## config.mk

```make
export PLATFORM = sky130hd
export DESIGN_NAME = note_event_capture_flat
export DESIGN_NICKNAME = d
export VERILOG_FILES = /design/src/rtl/note_event_capture_pkg.sv /design/src/rtl/note_event_capture_if.sv /design/src/rtl/note_event_capture_sync_fifo.sv /design/src/rtl/note_event_capture.sv /design/src/flat_wrapper.sv
export SDC_FILE = /design/constraint.sdc
export NUM_CORES = 1
export LEC_CHECK = 0
export BUFFER_PORTS_ARGS = -buffer_cell sky130_fd_sc_hd__buf_4
export CAP_MARGIN = 20
export CORE_ASPECT_RATIO = 1.75
export CORE_MARGIN = 2
export CORE_UTILIZATION = 35
export DETAILED_ROUTE_END_ITERATION = 16
export PLACE_DENSITY_LB_ADDON = 0.08
export SYNTH_ARGS = -nofsm -noshare
export SYNTH_HDL_FRONTEND = slang
export SYNTH_SLANG_ARGS = --single-unit
```

## constraint.sdc

```tcl
create_clock -name i_clk -period 8.8 [get_ports i_clk]
set_clock_uncertainty 0.05 [all_clocks]
set_input_delay 1.32 -clock i_clk [delete_from_list [all_inputs] [get_ports i_clk]]
set_output_delay 1.32 -clock i_clk [all_outputs]
set_load 0.05 [all_outputs]
```

## src/rtl/note_event_capture_pkg.sv

```systemverilog
// Shared widths, codes and event layout for the keyboard capture front end.
// Combinational definitions only; no latency, no backpressure.
package note_event_capture_pkg;
  localparam int NOTE_KEYS        = 7;
  localparam int LENGTH_KEYS      = 7;
  localparam int OCTAVE_BITS      = 3;
  localparam int CLOCK_BITS       = 32;
  localparam int NOTE_BITS        = $clog2(NOTE_KEYS + 1);
  localparam int LENGTH_BITS      = $clog2(LENGTH_KEYS);
  localparam int OCT_MIN          = 1;
  localparam int OCT_MAX          = 5;
  localparam int DEF_FIFO_DEPTH   = 8;

  localparam logic [NOTE_BITS-1:0] REST = NOTE_BITS'(NOTE_KEYS);

  typedef struct packed {
    logic [CLOCK_BITS-1:0]  ev_time;
    logic [OCTAVE_BITS-1:0] ev_octave;
    logic [NOTE_BITS-1:0]   ev_note;
    logic [LENGTH_BITS-1:0] ev_length;
  } ev_t;

  typedef enum logic {
    ST_IDLE = 1'b0,
    ST_RUN  = 1'b1
  } sess_state_t;

  function automatic logic [OCTAVE_BITS-1:0] clamp_octave(input logic [OCTAVE_BITS-1:0] oct);
    if (oct < OCTAVE_BITS'(OCT_MIN)) return OCTAVE_BITS'(OCT_MIN);
    if (oct > OCTAVE_BITS'(OCT_MAX)) return OCTAVE_BITS'(OCT_MAX);
    return oct;
  endfunction
endpackage

```

## src/rtl/note_event_capture_if.sv

```systemverilog
// Event stream from the capture block to the recorder: head payload plus valid/ready.
// Head is held stable while ev_valid is high and ev_ready is low.
interface note_event_capture_if;
  import note_event_capture_pkg::*;

  logic                   ev_valid;
  logic                   ev_ready;
  logic [CLOCK_BITS-1:0]  ev_time;
  logic [OCTAVE_BITS-1:0] ev_octave;
  logic [NOTE_BITS-1:0]   ev_note;
  logic [LENGTH_BITS-1:0] ev_length;

  modport master (output ev_valid, ev_time, ev_octave, ev_note, ev_length, input ev_ready);
  modport slave  (input ev_valid, ev_time, ev_octave, ev_note, ev_length, output ev_ready);
endinterface

```

## src/rtl/note_event_capture_sync_fifo.sv

```systemverilog
// Synchronous FIFO with flush; a push lands in the head one cycle later (valid next cycle).
// Push on full is accepted only together with a pop; otherwise the caller sees o_full.
module note_event_capture_sync_fifo #(
  parameter int WIDTH = 8,
  parameter int DEPTH = 8
) (
  input  logic             i_clk,
  input  logic             i_rst,
  input  logic             i_flush,
  input  logic             i_push,
  input  logic [WIDTH-1:0] i_push_dat,
  input  logic             i_pop,
  output logic [WIDTH-1:0] o_head_dat,
  output logic             o_full,
  output logic             o_empty
);
  localparam int AW = $clog2(DEPTH);
  localparam logic [AW:0] PTR_ONE = (AW+1)'(1);

  logic [WIDTH-1:0] r_mem [DEPTH];
  logic [AW:0]      r_wr_ptr;
  logic [AW:0]      r_rd_ptr;
  logic             w_do_push;
  logic             w_do_pop;

  // Extra pointer bit distinguishes full from empty when the indices match.
  assign o_empty   = (r_wr_ptr == r_rd_ptr);
  assign o_full    = (r_wr_ptr[AW] != r_rd_ptr[AW]) && (r_wr_ptr[AW-1:0] == r_rd_ptr[AW-1:0]);
  assign w_do_pop  = i_pop && !o_empty;
  assign w_do_push = i_push && (!o_full || w_do_pop);

  always_ff @(posedge i_clk) begin
    if (i_rst || i_flush) begin
      r_wr_ptr <= '0;
      r_rd_ptr <= '0;
    end else begin
      if (w_do_push) r_wr_ptr <= r_wr_ptr + PTR_ONE;
      if (w_do_pop)  r_rd_ptr <= r_rd_ptr + PTR_ONE;
    end
  end

  always_ff @(posedge i_clk) begin
    if (w_do_push && !i_rst && !i_flush) r_mem[r_wr_ptr[AW-1:0]] <= i_push_dat;
  end

  assign o_head_dat = r_mem[r_rd_ptr[AW-1:0]];
endmodule

```

## src/rtl/note_event_capture.sv

```systemverilog
// Encodes note/length keys, tracks octave, timestamps note changes into an event FIFO.
// Event valid one cycle after the sampling edge; events on a full FIFO without a pop are dropped.
module note_event_capture
  import note_event_capture_pkg::*;
#(
  parameter int FIFO_DEPTH = DEF_FIFO_DEPTH
) (
  input  logic                   i_clk,
  input  logic                   i_rst,
  input  logic                   i_en,
  input  logic [OCTAVE_BITS-1:0] i_octave_in,
  input  logic                   i_oct_up,
  input  logic                   i_oct_down,
  input  logic [NOTE_KEYS-1:0]   i_note_key,
  input  logic [LENGTH_KEYS-1:0] i_length_key,
  input  logic [CLOCK_BITS-1:0]  i_system_clock,
  output logic [OCTAVE_BITS-1:0] o_octave,
  output logic [NOTE_BITS-1:0]   o_note,
  output logic [LENGTH_BITS-1:0] o_length,
  output logic                   o_overflow,
  output logic                   o_key_error,
  note_event_capture_if.master   ev
);
  sess_state_t            r_state, w_state_nxt;
  logic                   w_first, w_run;
  logic [OCTAVE_BITS-1:0] r_octave;
  logic [NOTE_BITS-1:0]   r_note, w_note_enc, w_note_idx;
  logic [LENGTH_BITS-1:0] r_length, w_length_enc, w_length_idx;
  logic [3:0]             w_note_cnt, w_length_cnt;
  logic [CLOCK_BITS-1:0]  r_start;
  logic                   r_up_d, r_dn_d, r_overflow, r_key_error;
  logic                   w_up_edge, w_dn_edge, w_multi;
  logic                   w_push, w_pop, w_full, w_empty;
  ev_t                    w_push_dat, w_head_dat;

  always_comb begin
    w_note_cnt   = '0;
    w_note_idx   = '0;
    w_length_cnt = '0;
    w_length_idx = '0;
    for (int i = 0; i < NOTE_KEYS; i++) begin
      if (i_note_key[i]) begin
        w_note_cnt = w_note_cnt + 4'd1;
        w_note_idx = NOTE_BITS'(i);
      end
    end
    for (int i = 0; i < LENGTH_KEYS; i++) begin
      if (i_length_key[i]) begin
        w_length_cnt = w_length_cnt + 4'd1;
        w_length_idx = LENGTH_BITS'(i);
      end
    end
    // Multi-hot holds the previous code; a released length key also holds.
    w_note_enc   = (w_note_cnt == 4'd0) ? REST :
                   (w_note_cnt == 4'd1) ? w_note_idx : r_note;
    w_length_enc = (w_length_cnt == 4'd1) ? w_length_idx : r_length;
  end

  assign w_multi   = (w_note_cnt > 4'd1) || (w_length_cnt > 4'd1);
  assign w_up_edge = i_oct_up && !r_up_d;
  assign w_dn_edge = i_oct_down && !r_dn_d;

  always_ff @(posedge i_clk) begin
    if (i_rst) r_state <= ST_IDLE;
    else       r_state <= w_state_nxt;
  end

  always_comb begin
    w_state_nxt = r_state;
    w_first     = 1'b0;
    w_run       = 1'b0;
    case (r_state)
      ST_IDLE: if (i_en) begin
        w_state_nxt = ST_RUN;
        w_first     = 1'b1;
      end
      ST_RUN: begin
        if (!i_en) w_state_nxt = ST_IDLE;
        else       w_run       = 1'b1;
      end
      default: w_state_nxt = ST_IDLE;
    endcase
  end

  assign w_push     = w_run && (w_note_enc != r_note);
  assign w_pop      = !w_empty && ev.ev_ready;
  assign w_push_dat = '{ev_time:   i_system_clock - r_start,
                        ev_octave: r_octave,
                        ev_note:   w_note_enc,
                        ev_length: r_length};

  always_ff @(posedge i_clk) begin
    if (i_rst) begin
      r_octave    <= OCTAVE_BITS'(OCT_MIN);
      r_note      <= REST;
      r_length    <= '0;
      r_start     <= '0;
      r_up_d      <= 1'b0;
      r_dn_d      <= 1'b0;
      r_overflow  <= 1'b0;
      r_key_error <= 1'b0;
    end else begin
      r_up_d   <= i_oct_up;
      r_dn_d   <= i_oct_down;
      r_length <= w_length_enc;
      if (w_multi) r_key_error <= 1'b1;
      if (w_push && w_full && !w_pop) r_overflow <= 1'b1;
      if (w_first) r_start <= i_system_clock;
      if (!i_en) begin
        r_octave <= clamp_octave(i_octave_in);
        r_note   <= REST;
      end else begin
        r_note <= w_note_enc;
        if (w_up_edge && !w_dn_edge && r_octave < OCTAVE_BITS'(OCT_MAX))
          r_octave <= r_octave + OCTAVE_BITS'(1);
        else if (w_dn_edge && !w_up_edge && r_octave > OCTAVE_BITS'(OCT_MIN))
          r_octave <= r_octave - OCTAVE_BITS'(1);
      end
    end
  end

  note_event_capture_sync_fifo #(
    .WIDTH ($bits(ev_t)),
    .DEPTH (FIFO_DEPTH)
  ) u_fifo (
    .i_clk      (i_clk),
    .i_rst      (i_rst),
    .i_flush    (!i_en),
    .i_push     (w_push),
    .i_push_dat (w_push_dat),
    .i_pop      (w_pop),
    .o_head_dat (w_head_dat),
    .o_full     (w_full),
    .o_empty    (w_empty)
  );

  assign ev.ev_valid  = !w_empty;
  assign ev.ev_time   = w_head_dat.ev_time;
  assign ev.ev_octave = w_head_dat.ev_octave;
  assign ev.ev_note   = w_head_dat.ev_note;
  assign ev.ev_length = w_head_dat.ev_length;

  assign o_octave    = r_octave;
  assign o_note      = r_note;
  assign o_length    = r_length;
  assign o_overflow  = r_overflow;
  assign o_key_error = r_key_error;
endmodule

```

## src/flat_wrapper.sv

```systemverilog
// flat-port wrapper written by rule: the top's interface ports become plain ports
module note_event_capture_flat import note_event_capture_pkg::*;
#(
  parameter int FIFO_DEPTH = DEF_FIFO_DEPTH
)
  (i_clk, i_rst, i_en, i_octave_in, i_oct_up, i_oct_down, i_note_key, i_length_key, i_system_clock, o_octave, o_note, o_length, o_overflow, o_key_error, ev_ev_valid, ev_ev_time, ev_ev_octave, ev_ev_note, ev_ev_length, ev_ev_ready);
  note_event_capture_if ev_i ();
  input  logic i_clk;
  input  logic i_rst;
  input  logic i_en;
  input  logic [OCTAVE_BITS-1:0] i_octave_in;
  input  logic i_oct_up;
  input  logic i_oct_down;
  input  logic [NOTE_KEYS-1:0] i_note_key;
  input  logic [LENGTH_KEYS-1:0] i_length_key;
  input  logic [CLOCK_BITS-1:0] i_system_clock;
  output logic [OCTAVE_BITS-1:0] o_octave;
  output logic [NOTE_BITS-1:0] o_note;
  output logic [LENGTH_BITS-1:0] o_length;
  output logic o_overflow;
  output logic o_key_error;
  output wire logic [$bits(ev_i.ev_valid)-1:0] ev_ev_valid;
  output wire logic [$bits(ev_i.ev_time)-1:0] ev_ev_time;
  output wire logic [$bits(ev_i.ev_octave)-1:0] ev_ev_octave;
  output wire logic [$bits(ev_i.ev_note)-1:0] ev_ev_note;
  output wire logic [$bits(ev_i.ev_length)-1:0] ev_ev_length;
  input wire logic [$bits(ev_i.ev_ready)-1:0] ev_ev_ready;
  assign ev_ev_valid = ev_i.ev_valid;
  assign ev_ev_time = ev_i.ev_time;
  assign ev_ev_octave = ev_i.ev_octave;
  assign ev_ev_note = ev_i.ev_note;
  assign ev_ev_length = ev_i.ev_length;
  assign ev_i.ev_ready = ev_ev_ready;
  note_event_capture #(.FIFO_DEPTH(FIFO_DEPTH)) u_core (.i_clk(i_clk), .i_rst(i_rst), .i_en(i_en), .i_octave_in(i_octave_in), .i_oct_up(i_oct_up), .i_oct_down(i_oct_down), .i_note_key(i_note_key), .i_length_key(i_length_key), .i_system_clock(i_system_clock), .o_octave(o_octave), .o_note(o_note), .o_length(o_length), .o_overflow(o_overflow), .o_key_error(o_key_error), .ev(ev_i));
endmodule
```

; ---- After elaboration in Yosys (flattened, before gate mapping)
; Memory sizes are Yosys's and may differ from the RTL's. A register that Yosys moved wholly into a read port is not among the register bits.
; Cells that the tools add are included.
[word_totals]
elab_cells = 121
mem_bits_rw = 328
output_inout_bits = 53
mem_count = 1
input_bits = 55
register_bits = 54
[classes]
n_eq_ne = 7
n_addsub = 17
n_bitwise = 1
reduce_logical = 29
magnitude_cmp = 6
muxes = 49
[mem_list]
columns = memory, depth, word_bits, rd, rd_clocked_by_memory_dff, wr, line_no
row1 = u_core.u_fifo.r_mem, 8, 41, 1, 1, 1, note_event_capture_sync_fifo.sv:20  ; logic [WIDTH-1:0] r_mem [DEPTH];
[op_table]
columns = operator, n
row1 = 3-bit two-way mux, 17
row2 = "4-bit by 1-bit adder with 4-bit output, second input constant", 12
row3 = 4-bit two-way mux, 12
row4 = 32-bit subtractor, 1
row5 = 1-bit two-way mux, 16
row6 = 1-bit logical AND, 15
row7 = 1-bit zero test, 9
row8 = "4-bit by 1-bit == test with 1-bit output, second input constant", 2
row9 = "4-bit by 1-bit > comparator with 1-bit output, second input constant", 2
row10 = 2-bit two-way mux, 4
row11 = "1-bit by 1-bit adder with 2-bit output, second input constant", 2
row12 = 4-bit == test, 1
row13 = 4-bit zero test, 1
row14 = "3-bit by 1-bit adder with 3-bit output, second input constant", 1
row15 = 3-bit == test, 1
row16 = "3-bit by 1-bit > comparator with 1-bit output, second input constant", 1
row17 = "3-bit > comparator, second input constant", 1
row18 = 1-bit logical OR, 3
row19 = "3-bit by 1-bit < comparator with 1-bit output, second input constant", 1
row20 = "3-bit < comparator, second input constant", 1
row21 = "3-bit by 1-bit inequality test with 1-bit output, second input constant", 1
row22 = 3-bit inequality test, 1
row23 = "3-bit by 1-bit subtractor with 3-bit output, second input constant", 1
row24 = 2-bit OR reduction, 1
row25 = other kinds (2), 2

; ---- Longest topological paths before layout
; Gate-level depths: netlist of the first run.
[depth]
word_depth = 23
mapped_depth = 20
ltp_nobuf = 19

; ---- Modules after synthesis
; Synthesis of the first run repeated with hierarchy kept, for this count alone.
[unflattened]
hier_cells = 1159
hier_area_um2 = 17416.7
[modules_own_cells]
columns = module, cells_per_inst, n_inst, area_per_inst_um2, seq_area_each_um2
row1 = note_event_capture_sync_fifo, 563, 1, 12954.9, 10069.7
row2 = note_event_capture, 596, 1, 4461.8, 920.9

; ---- Worst setup path before layout of the first run
; No wires, ideal clock.
[synth_path]
path_kind = input-to-reg
start = input port i_note_key[0]
end = memory u_core.u_fifo.r_mem[0][0] (netlist name), enable pin
stages = 17
setup_slack_ns = -0.616
required_ns = 8.194
path_buffers = 1
setup_ns = 0.556
t_arrival_ns = 8.810
cell_sequence = inv_1 > ha_1 > xor2_1 > ha_1 > nand2_1 > o31ai_1 > ha_1 > mux2_2 > ha_1 > and2_2 > a221o_1 > and4_4 > o41ai_2 > a31o_2 > buf_4 > nand2_1 > nor4b_1
[synth_via]
elab_chain_cells = 23
word_cells_on_any_way = 24
classes_between = add/sub: 6 / eq/ne: 2 / mux: 11 / reduce/logical: 5
[synth_lines]
columns = element, line_no
row1 = from (decl), flat_wrapper.sv:14  ; input logic [NOTE_KEYS-1:0] i_note_key;
row2 = 1-bit two-way mux *, note_event_capture.sv:42  ; if (i_note_key[i]) begin
row3 = 1-bit by 1-bit adder with 2-bit output, note_event_capture.sv:43  ; w_note_cnt = w_note_cnt + 4'd1;
row4 = 4-bit two-way mux *, note_event_capture.sv:42
row5 = 4-bit by 1-bit adder with 4-bit output, note_event_capture.sv:43
row6 = 4-bit two-way mux *, note_event_capture.sv:42
row7 = 4-bit by 1-bit adder with 4-bit output, note_event_capture.sv:43
row8 = 4-bit two-way mux *, note_event_capture.sv:42
row9 = 4-bit by 1-bit adder with 4-bit output, note_event_capture.sv:43
row10 = (+6 left out), -
row11 = 3-bit two-way mux, note_event_capture.sv:55  ; (w_note_cnt == 4'd1) ? w_note_idx : r_note;
row12 = 3-bit two-way mux *, note_event_capture.sv:54  ; w_note_enc = (w_note_cnt == 4'd0) ? REST :
row13 = 3-bit inequality test *, note_event_capture.sv:85  ; assign w_push = w_run && (w_note_enc != r_note);
row14 = 1-bit logical AND *, note_event_capture.sv:85
row15 = 1-bit logical AND *, note_event_capture_sync_fifo.sv:30  ; assign w_do_push = i_push && (!o_full || w_do_pop);
row16 = 1-bit logical AND * (2 in a row), note_event_capture_sync_fifo.sv:43  ; if (w_do_push && !i_rst && !i_flush) r_mem[r_wr_ptr[AW-1:0]] <= i_push_dat;
row17 = 1-bit two-way mux *, note_event_capture_sync_fifo.sv:43
row18 = 1-bit two-way mux (implied by the code) *, note_event_capture_sync_fifo.sv:43
row19 = to (decl), note_event_capture_sync_fifo.sv:20
; Mark *: on every way between the ends. The rest lies on a longest branch, timed or not.

; ---- Final worst setup path of the first run
[layout_path]
start = input port i_note_key[0]
end = memory u_core.u_fifo.r_mem[6][27] (netlist name), enable pin
; Same word-level chain as after synthesis.

==> impl_metrics.tcl, run 1 <==
set metrics [dict create \
    critPathCaptureType "register" \
    num-nets-final 1364 \
    setup_viol 0 \
    wire_per_inst_um 21.50 \
    yosysSeqAreaShare_pct 63.46 \
    worstSetupStartpointType "input pin" \
    yosys-top-cells-area "edfxtp_1 57%, mux4_2 11%, dfxtp_1 6.6%" \
    clkSinkCount 385 \
    critPathMaxFanout 20 \
    synthDominantCellAreaShare_pct 56.87 \
    synth_common_cells "328 x edfxtp_1, 98 x nand2_1, 82 x mux4_2, 64 x a21oi_1, 61 x inv_1" \
    startpoint "i_note_key[0]" \
    synth_cells 1157 \
    power_mw 4.217 \
    initial_core_util_pct 35.54 \
    grt_pass1_vias 10584 \
    grt_pass1_wl_um 63510 \
    synth.most_common_cell "edfxtp_1" \
    drv_slew 0 \
    synthesis.nets 1261 \
    irDropWorstVdd_uv 103.8 \
    cts-root-buf "clkbuf_16" \
    vias 9855 \
    die_h_um 298.3 \
    drt_wl_total_um 41780 \
    timing.rr.start "u_core.r_start[0]" \
    finalWorstSetupSlack_ns 2.579 \
    syn_to_final_growth_pct 16.09 \
    rsz0062_at_grt "no" \
    grt_overflow 0 \
    dp_hpwl_um 26080 \
    cts_tree "yes" \
    drive_gt1_share_pct 25.37 \
    yosys_most_used_dff "edfxtp_1" \
    cp.required_ns 8.94 \
    grt_max_degree 50 \
    viasPerCell 5.072 \
    htree_levels 2 \
    die_area_sq_mm 0.05135 \
    finalSetupTns_ns 0 \
    critPathArrivalTime_ns 6.36 \
    fp.coreArea_sq_mm 0.04873 \
    synth_area_per_cell_sq_um 14.97 \
    initialDrtViolationCount 460 \
    firstDrtPassIters 5 \
    drv_cap 0 \
    antenna_cells 0 \
    netlist_area_sq_mm 0.01732 \
    powerDensity_mw_per_mm2 209.7 \
    status "finished clean" \
    ys_seq_elements 385 \
    hold_start "u_core.r_start[12]" \
    period_share_pct 70.69 \
    io_pins 108 \
    ant_nets 0 \
    cts_resized 0 \
    path_class "in -> reg" \
    gp_congestion 0.7503 \
    synthArstFlopShare_pct 0 \
    postCtsHoldBufs 0 \
    synth-edff-count 328 \
    rows 107 \
    worstMarginPinSlew_ns 0.9677 \
    io_buffers 107 \
    antenna_found_initial 0 \
    fin_util_pct 41.26 \
    slew_headroom_pct 35.35 \
    yosysTopAreaCell "edfxtp_1" \
    cts_setup_buffers 0 \
    clkTransAtPathRegs_ns 0.06 \
    fmax_mhz 160.7 \
    min_path_type "reg -> reg" \
    place_ws_ns 1.888 \
    route.detailed.drc 0 \
    power_leakage_nw 6.734 \
    numCtsBuffers 39 \
    worst_skew_pair.late_latency_ns 0.54 \
    yosysWarnings 0 \
    cts_buffer_depth 3 \
    die_w_um 172.2 \
    grt_usage_pct 16.64 \
    synth_cell_type_count 72 \
    finalHoldViolCount 0 \
    period_needed_ns 6.221 \
]
## worst max-delay path, cell delays in order
cell	delay (ns)
buf_4	0.08
inv_1	0.03
ha_1	0.36
xor2_1	0.24
ha_1	0.27
nand2_1	0.08
o31ai_1	0.09
ha_1	0.31
mux2_2	0.29
ha_1	0.26
and2_2	0.17
a221o_1	0.34
and4_4	0.20
o41ai_2	0.32
a31o_2	0.36
nand3_1	0.32
nor2_4	0.82
buf_4	0.46
## state kept, by name (all words and copies together), names as in the netlist, named ones only
signal,flops
u_core.u_fifo.r_mem,328
u_core.r_start,32
u_core.u_fifo.r_rd_ptr,4
u_core.u_fifo.r_wr_ptr,4
u_core.o_length,3
u_core.o_note,3
u_core.o_octave,3
u_core.o_key_error,1
u_core.o_overflow,1
u_core.r_dn_d,1
u_core.r_state,1
u_core.r_up_d,1
## area by class of cell
type	count	area, sq um
clock inverters	15	172.7
fillers	4598	28630
clock buffers	55	1079
multi-input cells	649	5864
flip-flops and latches	385	11000
inverters	62	234.0
well taps	654	818.3
repair buffers	123	935.9
## per-layer routing
layer	track usage, %	wire, um
met1	19.00	16200
met5	0	0
met4	4.402	891
met3	2.165	1325
met2	31.96	23360
## where the power goes
group	internal, mW	switching, mW
registers	2.07	0.0191
clock network	0.972	0.680
logic	0.168	0.308
total	3.21	1.01
## cells by family (layout without fill, tap and decap cells)
group / count (synthesis) / after routing / share of synthesized area, %
AOI/OAI and AO/OA: 160 / 160 / 6.033
xor gates and xnor gates: 56 / 56 / 3.085
adders and majority gates: 49 / 49 / 3.583
buffers and inverters: 123 / 255 / 3.157
DFF: 385 / 385 / 63.46
muxes: 132 / 132 / 13.88
and+or+nand+nor: 252 / 252 / 6.805
## stage by stage
stage | instance area (sq um) | hold slack (ns) | std cells
6_report | 20110 | 0.4039 | 1943
5_1_grt | 20110 | 0.4223 | 1943
4_1_cts | 20090 | 0.4053 | 1942
3_5_place_dp | 18830 | 0.3968 | 1872
3_3_place_gp | 18830 | 0.3917 | 1872
2_1_floorplan | 17340 | 0.3863 | 1157
## path summary, 6_finish.rpt
check                               endpoint  slack [ns]  cells after the start
setup / recovery  u_core.u_fifo.r_mem[6][27]        2.58                     18
hold / removal            u_core.r_start[12]        0.40                      2
setup reg to reg  u_core.u_fifo.r_mem[5][37]        5.06                     11
hold reg to reg           u_core.r_start[12]        0.40                      2
## placed cells by master (no fill, tap or decap), types with 4 or more instances in the layout
cell type / n
a211oi_1: 6
a21o_1: 14
a21oi_1: 64
a31oi_1: 6
and2_1: 6
buf_4: 122
bufinv_16: 4
clkbuf_1: 14
clkbuf_16: 41
clkinv_1: 4
clkinv_2: 7
dfxtp_1: 54
edfxtp_1: 328
ha_1: 48
inv_1: 61
mux2_2: 45
mux2i_1: 5
mux4_2: 82
nand2_1: 98
nand2b_1: 10
nand3_1: 23
nand4_1: 7
nor2_1: 50
nor2b_1: 12
nor3_1: 14
nor4_1: 4
o211ai_1: 5
o21a_1: 4
o21ai_0: 19
o31ai_1: 6
xnor2_1: 37
xor2_1: 16
Power figures use the tool's default switching activity.
==> inputs of run 2 (changes only) <==
==> constraint.sdc (replaced) <==
create_clock -name i_clk -period 5.36 [get_ports i_clk]
set_clock_uncertainty 0.05 [all_clocks]
set_input_delay 0.804 -clock i_clk [delete_from_list [all_inputs] [get_ports i_clk]]
set_output_delay 0.804 -clock i_clk [all_outputs]
set_load 0.05 [all_outputs]
==> run 2 against run 1 <==
Against the previous run: sequential power is 64% higher; count of clock-buffer cells in the layout decreased by 9; hold slack hardly changed; cell count is 0.72% higher; die area unchanged.
==> impl_metrics.tcl, run 2 (synthesized netlist as in run 1, its figures left out) <==
set metrics [dict create \
    status "finished clean" \
    postCtsHoldBufs 0 \
    critPathCaptureType "register" \
    period_needed_ns 4.693 \
    route.detailed.drc 0 \
    startpoint "i_note_key[0]" \
    numCtsBuffers 38 \
    viasPerCell 5.154 \
    htree_levels 2 \
    fmax_mhz 213.1 \
    place_area_sq_mm 0.01919 \
    irDropWorstVdd_uv 208.6 \
    io_pins 108 \
    drive_gt1_share_pct 27.32 \
    clkSinkCount 385 \
    final_common_cell "edfxtp_1" \
    cts_buffer_depth 3 \
    die_w_um 172.2 \
    clkTransAtPathRegs_ns 0.06 \
    crit_end "u_core.u_fifo.r_mem[2][21]" \
    reg2reg_slack_ns 1.70 \
    drt_wl_total_um 43730 \
    worstMarginPinSlew_ns 1.058 \
    path_class "in -> reg" \
    syn_to_final_growth_pct 18.47 \
    design_area_sq_mm 0.02052 \
    place_ws_ns 0.1085 \
    io_buffers 107 \
    rsz0062_at_grt "no" \
    initial_core_util_pct 35.54 \
    period_share_pct 87.56 \
    crit_buf_inv 2 \
    wire_per_inst_um 22.34 \
    rows 107 \
    cts_setup_buffers 0 \
    antenna_found_initial 0 \
    grt_usage_pct 17.47 \
    min_path_cells 2 \
    cp.required_ns 5.51 \
    crit_family "simple AND/OR/NAND/NOR gates" \
    die_h_um 298.3 \
    drv_cap 0 \
    powerDensity_mw_per_mm2 344.9 \
    setup_viol 0 \
    power_mw 7.076 \
    slew_headroom_pct 29.50 \
    layout_common_cells "328 x edfxtp_1, 127 x buf_4, 97 x nand2_1, 82 x mux4_2, 64 x a21oi_1" \
    drv_slew 0 \
    worst_skew_pair.late_latency_ns 0.53 \
    power_leakage_nw 6.889 \
    cts-root-buf "clkbuf_16" \
    cp.depth 18 \
    fp.coreArea_sq_mm 0.04873 \
    grt_pass1_vias 10901 \
    ant_nets 0 \
    antenna_cells 0 \
    initialDrtViolationCount 559 \
    largest_reg_flops 328 \
    die_area_sq_mm 0.05135 \
    dp_hpwl_um 29250 \
    worstSetupStartpointType "input pin" \
    vias 10087 \
    cts_resized 0 \
    finalHoldViolCount 0 \
    cts_tree "yes" \
    gp_congestion 0.7932 \
    slowest_delay_ns 0.34 \
    worst_path_max_delay_cell "a221o_1" \
    critPathMaxFanout 16 \
    grt_pass1_wl_um 66430 \
    path_cells "buf_4, ha_1, nor2_1, nor2_1, ha_1, nand2_1, o31ai_2, ha_1, mux2_4, ha_4, and2_4, a221o_1, and4_4, o41ai_2, a31o_2, nand3_4, nor4_4, buf_4" \
    grt_max_degree 64 \
    timing.rr.start "u_core.r_start[4]" \
    num-nets-final 1379 \
    finalWorstSetupSlack_ns 0.6670 \
    crit_top_cell "ha_1" \
    critPathArrivalTime_ns 4.84 \
    r2r_cells 12 \
    firstDrtPassIters 5 \
    min_path_type "reg -> reg" \
    r2r_end "u_core.u_fifo.r_mem[6][37]" \
    grt_overflow 0 \
]
[run 2: changes by cell type in the layout (fill, tap and decap cells not counted), sizes merged]
cell,before,now
buf,123,139
clkbuf,55,46
inv,61,62
clkinv,11,13
clkinvlp,1,2
bufinv,4,7
[run 2: layout make-up]
cell class / count / area (sq um)
Fill cell: 4605 / 28210
Sequential cell: 385 / 11000
Multi-Input combinational cell: 649 / 5947
Timing Repair Buffer: 139 / 1194
Clock buffer: 46 / 1022
Tap cell: 654 / 818.3
Clock inverter: 22 / 287.8
Inverter: 62 / 246.5
[run 2: metal layers]
layer  GRT usage (%)  wire length [um]
met1           19.82             16550
met4           4.502               895
met2           33.96             24910
met3           1.966              1372
met5               0                 0
[run 2: worst reg2reg max path, stage by stage (launching register included)]
cell,delay [ns]
dfxtp_1,0.33
inv_1,0.04
ha_1,0.34
a21o_1,0.20
a21oi_1,0.29
a21boi_0,0.14
buf_4,0.18
o311a_1,0.40
o211ai_1,0.40
nand3b_1,0.27
mux2i_1,0.17
a2111oi_0,0.46
buf_4,0.25
[run 2: how the worst min path moves through the flow]
stage                     slack (ns)                 end          startpoint
after global routing            0.42  u_core.r_start[23]  u_core.r_start[23]
final                           0.40  u_core.r_start[10]  u_core.r_start[10]
after global placement          0.39  u_core.r_start[17]  u_core.r_start[17]
after floorplan                 0.39  u_core.r_start[10]  u_core.r_start[10]
after CTS                       0.41  u_core.r_start[14]  u_core.r_start[14]
after detailed placement        0.40  u_core.r_start[14]  u_core.r_start[14]
[run 2: through the flow]
stage               setup TNS (ns)  util, %  instances  hold slack (ns)
detailed placement               0    39.37       1888           0.3975
floorplan                   -48.16        -       1157           0.3863
finish                           0    42.10       1957           0.4034
global route                     0    42.10       1957           0.4198
CTS                              0    42.06       1956           0.4065
global placement                 0    39.37       1888           0.3926
[run 2: power breakdown]
part	switching (mW)	internal, mW	leakage [nW]
clock	1.12	1.70	0.640
sequential	0.0368	3.40	3.42
combinational	0.533	0.291	2.83
total	1.69	5.39	6.89
